File: src/rtl/saadi_iter_accumulator.sv
// ---------------------------------------------------------------------------
// saadi_iter_accumulator
//
// Iterative mean accumulator for the SAADI-EC datapath. A run is started with
// an exponent t. The block then accepts 2^t unsigned samples over a
// valid/ready handshake. It returns their scaled mean (sum >> t) as a single
// registered result, and holds that result until the consumer takes it.
//
// Optional feature macro: SAADI_ACC_ROUND_EN
//   defined   : result is rounded half-up, (sum + 2^(t-1)) >> t for t > 0
//   undefined : result is truncated, sum >> t (no bias adder is built)
// Both builds have the same latency, handshake and reset behaviour.
// ---------------------------------------------------------------------------
module saadi_iter_accumulator #(
   parameter int WIDTH = 8,
   parameter int T_W   = 3
) (
   input  logic             clk,
   input  logic             rst,
   input  logic             start,
   input  logic [T_W-1:0]   t,
   input  logic             in_valid,
   input  logic [WIDTH-1:0] in_data,
   output logic             in_ready,
   output logic             out_valid,
   output logic [WIDTH-1:0] out_data,
   input  logic             out_ready,
   output logic             busy
);

   // Largest run exponent, and the sum width that can hold 2^MAX_T full-scale
   // samples. With this width the sum cannot overflow for any legal t.
   localparam int MAX_T = (1 << T_W) - 1;
   localparam int ACC_W = WIDTH + MAX_T;

   localparam logic [MAX_T-1:0] CNT_ONES = '1;

   typedef enum logic [1:0] {
      S_IDLE  = 2'd0,
      S_ACCUM = 2'd1,
      S_DONE  = 2'd2
   } state_t;

   state_t           state_q;
   state_t           state_d;

   logic [T_W-1:0]   t_r;       // exponent latched for the current run
   logic [ACC_W-1:0] acc;       // running sum of accepted samples
   logic [MAX_T-1:0] cnt;       // samples accepted so far in this run
   logic [WIDTH-1:0] res_q;     // registered result driven on out_data

   logic             start_ok;  // start arrives while idle
   logic             beat;      // a sample is accepted this cycle
   logic [MAX_T-1:0] last_cnt;  // value of cnt on the final beat, 2^t_r - 1
   logic             last_beat; // this beat completes the run
   logic [ACC_W-1:0] acc_sum;   // sum including the current sample
   logic [ACC_W-1:0] acc_biased;// sum ready for the final shift

`ifdef SAADI_ACC_ROUND_EN
   logic [ACC_W-1:0] round_bias;
`endif

   // Handshake qualifiers come straight from the state register. No path
   // exists from in_valid or out_ready into in_ready or out_valid.
   assign start_ok  = (state_q == S_IDLE) && start;
   assign beat      = (state_q == S_ACCUM) && in_valid;
   assign last_beat = beat && (cnt == last_cnt);

   // Build the terminal count 2^t_r - 1 as a mask of t_r low ones.
   always_comb begin
      last_cnt = ~(CNT_ONES << t_r);
   end

   // Sum with the current sample, plus the optional half-LSB rounding bias.
   // The bias is added before the shift and occupies bit (t_r - 1).
   always_comb begin
      acc_sum = acc + ACC_W'(in_data);
`ifdef SAADI_ACC_ROUND_EN
      round_bias = '0;
      if (t_r != '0) begin
         round_bias = ACC_W'(1) << (t_r - 1'b1);
      end
      acc_biased = acc_sum + round_bias;
`else
      acc_biased = acc_sum;
`endif
   end

   // State register.
   always_ff @(posedge clk) begin
      // NOTE: sequential state uses non-blocking assignments. Every register
      // then samples pre-edge values, whatever the process evaluation order.
      if (rst) begin
         state_q <= S_IDLE;
      end else begin
         state_q <= state_d;
      end
   end

   // Next-state logic and the state-decoded handshake outputs.
   always_comb begin
      // NOTE: each output gets a default before the case statement. No branch
      // can then leave a value unassigned, so no latch is inferred.
      state_d   = state_q;
      in_ready  = 1'b0;
      out_valid = 1'b0;
      busy      = 1'b1;
      unique case (state_q)
         S_IDLE: begin
            busy = 1'b0;
            if (start) begin
               state_d = S_ACCUM;
            end
         end
         S_ACCUM: begin
            in_ready = 1'b1;
            if (last_beat) begin
               state_d = S_DONE;
            end
         end
         S_DONE: begin
            out_valid = 1'b1;
            // A start in this same cycle is ignored. The next run needs a
            // start in the IDLE cycle that follows.
            if (out_ready) begin
               state_d = S_IDLE;
            end
         end
         default: begin
            state_d = S_IDLE;
         end
      endcase
   end

   // Run datapath: latch t on start, accumulate and count accepted beats, and
   // register the scaled mean on the final beat.
   always_ff @(posedge clk) begin
      if (rst) begin
         t_r   <= '0;
         acc   <= '0;
         cnt   <= '0;
         res_q <= '0;
      end else if (start_ok) begin
         t_r <= t;
         acc <= '0;
         cnt <= '0;
      end else if (beat) begin
         acc <= acc_sum;
         cnt <= cnt + 1'b1;
         if (last_beat) begin
            // Even at full scale the shifted sum fits in WIDTH bits, so
            // keeping the low bits loses nothing.
            res_q <= WIDTH'(acc_biased >> t_r);
         end
      end
   end

   // The result holds in res_q until the next run completes, so it stays
   // stable for as long as the consumer withholds out_ready.
   assign out_data = res_q;

endmodule

File: config.mk
export PLATFORM = sky130hd
export DESIGN_NAME = saadi_iter_accumulator
export DESIGN_NICKNAME = d
export VERILOG_FILES = /design/src/rtl/saadi_iter_accumulator.sv
export SDC_FILE = /design/constraint.sdc
export NUM_CORES = 1
export LEC_CHECK = 0
export CORE_MARGIN = 5
export CORE_UTILIZATION = 47
export DETAILED_ROUTE_END_ITERATION = 6
export GPL_TIMING_DRIVEN = 1
export PLACE_DENSITY = 0.68
export SETUP_SLACK_MARGIN = 0.02
export SYNTH_ARGS = -nofsm -noshare
export SYNTH_HDL_FRONTEND = slang
export SYNTH_SLANG_ARGS = --single-unit
File: constraint.sdc
create_clock -name clk -period 3.9 [get_ports clk]
set_input_delay 0.78 -clock clk [delete_from_list [all_inputs] [get_ports clk]]
set_output_delay 0.78 -clock clk [all_outputs]
set_load 0.05 [all_outputs]
* Word-level counts from Yosys, hierarchy flattened
Cells that the tools add are included.
** Storage, ports and cells
- Register bits :: 35
- Bits in latches :: 0
- RAM bits :: 0
- ROM bits :: 0
- Input bits :: 16
- Output and inout bits :: 11
- Logic and storage cells :: 31
- Memories :: 0
** Cells by class
- $add $sub $neg :: 2
- $mul :: 0
- Divide/modulo/power cells :: 0
- Magnitude comparators :: 0
- Eq/ne operators :: 6
- Shift-type cells :: 2
- Muxes and demuxes :: 7
- Bitwise operators :: 2
- Reduce and logical (&&, ||, !) cells :: 7
** Operators by type and width (count)
- 15-bit by 8-bit adder with 15-bit output :: 1
- 15-bit by 3-bit >> shifter with 8-bit output :: 1
- 7-bit by 1-bit adder with 7-bit output, second input constant :: 1
- 7-bit equality test :: 1
- 7-bit inverter :: 1
- 7-bit by 3-bit << shifter with 7-bit output, first input constant :: 1
- 2-bit 2-to-1 mux :: 3
- 2-bit inequality test, second input constant :: 3
- 2-bit case mux with 3 select lines :: 1
- 3-bit AND reduction :: 2
- 1-bit logical AND :: 3
- 1-bit 2-to-1 mux :: 3
- 2-bit by 1-bit equality test with 1-bit output, second input constant :: 1
- 2-bit equality test, second input constant :: 1
- 2-bit zero test :: 1
- 2-bit OR reduction :: 1
- 1-bit inverter :: 1

* Longest topological paths before layout
- Word-level depth :: 6
- Mapped depth :: 10
- Depth with buffers taken out :: 9

* Worst setup path after synthesis
OpenSTA, ideal clock, no wires.
- Kind :: input to register
- From :: in in_data[0]
- To :: reg res_q[2], in the netlist out_data[2]
- Arrival time :: 3.062 ns
- Data required time :: 3.833 ns
- Setup slack :: 0.771 ns
- Stages :: 9
- Path buffers :: 0
- Path through :: ha_1 > fa_1 > a211oi_1 > o21ai_1 > xor2_1 > inv_1 > mux4_2 > a211o_1 > a21oi_2
** Between the ends
- Cells in the longest elaborated chain, start to end :: 2
** Ends and longest elaborated chain
- from (decl) :: RTL line 23 : input logic [WIDTH-1:0] in_data,
- 15-bit by 8-bit adder with 15-bit output :: RTL line 77 : acc_sum = acc + ACC_W'(in_data);
- 15-bit by 3-bit >> shifter with 8-bit output :: RTL line 153 : res_q <= WIDTH'(acc_biased >> t_r);
- to (signal assigned) :: RTL line 153
- to (decl) :: RTL line 50 : logic [WIDTH-1:0] res_q;
No other way between the ends.
A chain may end at the register's enable or synchronous reset.

* Worst setup path after layout
- From :: in in_data[0]
- To :: reg res_q[3], in the netlist out_data[3]
The elaborated chain is that of the path after synthesis.

==> run_results.csv <==
group,metric,value,unit
run_status,status,"completed",
drt,dr.pass1.iters,4,
critical_path,worstPathCellList,"clkdlybuf4s50_1, ha_1, fa_1, a211oi_1, o211ai_2, nand4_1, xor2_1, mux2i_1, mux4_2, o21a_1",
logic_synthesis,synth_area,2480,sq um
timing,tns,0,ps
clocking,htree_levels,2,
power_and_ir_drop,power.switching,0.287,mW
clocking,clockBufferDepth,2,
grt,grt_usage,17.8,%
finish,fin_cells,388,
clocking,cts_setup_buffers,0,
timing,rsz0062_at_grt,"no",
timing,fin_crit,3490,ps
critical_path,timing.rr.start,"t_r[2]",
critical_path,cp_top_family,"compound AO/OA/AOI/OAI gates",
clocking,clkSlewWorstSetupHoldPaths,70,ps
critical_path,slowest_delay,470,ps
timing,fin_worst_skew,3.80,ps
clocking,cts_buffers,5,
drt,first_iter_violations,96,
logic_synthesis,ys_ff_latch,35,
placed_design,preCtsSetupSlack,127,ps
run,cap_violations,0,
power_and_ir_drop,power.internal,0.592,mW
worst_hold_path,worstHoldPathType,"register to register",
floorplanning,die_w,82.6,um
clocking,cts_resized,0,
timing,slew_headroom,41.4,%
timing,hold_violations,0,
drt,vias,2130,
timing,post-route-period-util,89.6,%
critical_path,arrival,3680,ps
placed_design,routabilityCongestion,0.839,
floorplanning,coreArea,5110,sq um
drt,drc,0,
clocking,clock_tree.root_cell,"clkbuf_8",
finish,layout_common_cells,"nand2_1, nor2_1, dfxtp_1",
logic_synthesis,syn-num-nets,323,
power_and_ir_drop,peakVddDrop,0.155,mV
placed_design,placed_area,2740,sq um
critical_path,worstRegToRegCells,7,
critical_path,path_max_fanout,5,
clocking,cts_tree,"done",
logic_synthesis,synth_cells,297,
grt,grt_pass1_wl,9360,um
finish,nets,343,
placed_design,port_buffers,26,
floorplanning,die_area,6820,sq um
worst_hold_path,hold_path_depth,2,
floorplanning,rows,26,
power_and_ir_drop,leakage,1.06,nW
clocking,hold_buffers,0,
finish,final_area,2830,sq um
power_and_ir_drop,power.total,0.880,mW
logic_synthesis,synth_edf_count,0,
critical_path,rr_endpoint,"out_data[7]",
power_and_ir_drop,p_comb_share,26.6,%
worst_hold_path,min_from,"acc[4]",
critical_path,reg2reg_slack,990,ps
finish,drive_gt1_share,9.75,%
critical_path,critPathLaunchType,"input pin",
critical_path,slowest_stage,"mux4_2",
grt,overflow,0,
timing,timing.final.ws_setup,406,ps
timing,tightest_slew,874,ps
critical_path,crit_required,4090,ps
drt,drtAntennaViolNets,0,
placed_design,dpl.hpwl,4240,um
logic_synthesis,ys_seq_area_share,28.3,%
floorplanning,initial_core_util,48.5,%
critical_path,criticalPathCategory,"input pin to register",
power_and_ir_drop,sw_frac_of_total,32.7,%
critical_path,endpoint_kind,"register",
logic_synthesis,synth_cell_types,63,
power_and_ir_drop,clock_power_share,29.5,%
timing,clock.fmax,286,MHz
timing,setup_viol,0,
logic_synthesis,synth_area_leaders,"dfxtp_1, nand2_1, nor2_1, xnor2_1, ha_1",
logic_synthesis,ys.flop_type,"dfxtp_1",
timing,final_max_slew_viol_count,0,
floorplanning,chipHeight,82.6,um
floorplanning,io_pins,27,
drt,wirelength,5730,um
finish,antenna_cells,0,
critical_path,critPathBufInv,1,
logic_synthesis,yosys.area.top_type_share,28.3,%
logic_synthesis,synthArstFlopShare,0,%
clocking,clock_latency,290,ps
grt,grt_antenna_before_repair,0,
grt,grt_pass1_vias,1967,
logic_synthesis,yosys_warnings,0,
logic_synthesis,synth_top_cell_by_area,"dfxtp_1",
power_and_ir_drop,p_per_area,311,nW/um^2
grt,grt_max_degree,19,
worst_hold_path,min_to,"acc[4]",
drt,routed_via_density,5.49,
logic_synthesis,syn_avg_cell_area,8.34,sq um
drt,wl_per_cell,14.8,um
power_and_ir_drop,pwr-share-seq,43.9,%
finish,syn_to_final_growth,14.0,%
clocking,cts_num_sinks,35,
placed_design,dp.cells,380,
-- registers in the layout, indices dropped and copies added, names as in the netlist --
name / flops
t_r: 3
cnt: 7
out_data: 8
state_q: 2
acc: 15
-- layer usage --
metal / GRT usage (%) / part of all wire (%) / up-vias
li1: - / - / 1107
met1: 24.4 / 49 / 988
met2: 28.5 / 46 / 30
met3: 3.69 / 4.1 / 5
met4: 4.41 / 1.0 / 0
met5: 0 / 0 / -
-- worst max-delay path by stage --
stage	start	endpoint	slack, ps	cells past startpoint
after floorplan	in_data[0]	out_data[2]	770	9
after global placement	in_data[0]	out_data[3]	180	10
after detailed placement	in_data[0]	out_data[3]	130	10
after CTS	in_data[0]	out_data[3]	430	10
after global routing	in_data[0]	out_data[3]	260	10
final	in_data[0]	out_data[3]	410	10
-- cells in the mapped netlist, types with 2 or more instances --
library cell and number:
o22ai_1 2, a21o_1 3, nand4_1 2, nor2_1 36, mux4_2 4, nand2_1 36, xor2_1 12, or2_2 2
clkbuf_8 2, xnor2_1 13, nor2b_1 3, and2_1 2, mux2_2 3, nor3_1 7, clkbuf_1 9, a2111oi_0 2
o21ai_1 3, o211ai_2 2, ha_1 9, a211oi_1 5, and3_1 3, inv_1 10, nand3_1 8, o31a_1 2
mux2i_1 9, a21oi_1 18, o221ai_1 2, o21a_1 4, buf_6 3, o211ai_1 5, o31ai_1 3, dfxtp_1 35
o21ai_0 7, a22oi_1 2
-- worst min-delay path, cell delays in order, from the launching register on --
cell and delay [ps]:
dfxtp_1 310, nand2_1 50, a21oi_1 50
-- metrics by stage --
stage	util [%]	hold WS (ps)
after floorplan	-	428
after global placement	53.7	446
after detailed placement	53.7	455
after CTS	55.3	466
after global routing	55.3	487
final	55.3	460
-- layout make-up --
| cell class | count | area, sq um |
|---|---|---|
| fill | 495 | 2280 |
| multi-input combinational | 234 | 1620 |
| sequential | 35 | 701 |
| timing repair buffer | 30 | 290 |
| tap | 70 | 87.6 |
| clock buffer | 6 | 72.6 |
| inverter | 11 | 41.3 |
| clock inverter | 2 | 12.5 |
-- power by group through the flow --
stage          Sequential (mW)  Clock [mW]  Combinational [mW]
6_report                 0.387       0.260               0.234
5_1_grt                  0.389       0.286               0.254
4_1_cts                  0.386       0.273               0.234
3_5_place_dp             0.395           0               0.233
3_3_place_gp             0.394           0               0.231
2_1_floorplan            0.399           0               0.164
-- cell families (layout without fill, tap and decap cells) --
group | after synthesis | count (layout) | synth area share [%]
DFF | 35 | 35 | 28.3
muxes | 16 | 16 | 8.64
and+or+nand+nor | 106 | 106 | 18.8
AOI/OAI and AO/OA | 77 | 77 | 23.7
adders and majority gates | 10 | 10 | 5.35
buffers and inverters | 28 | 49 | 6.31
xor gates and xnor gates | 25 | 25 | 8.84
Power figures use the tool's default switching activity.
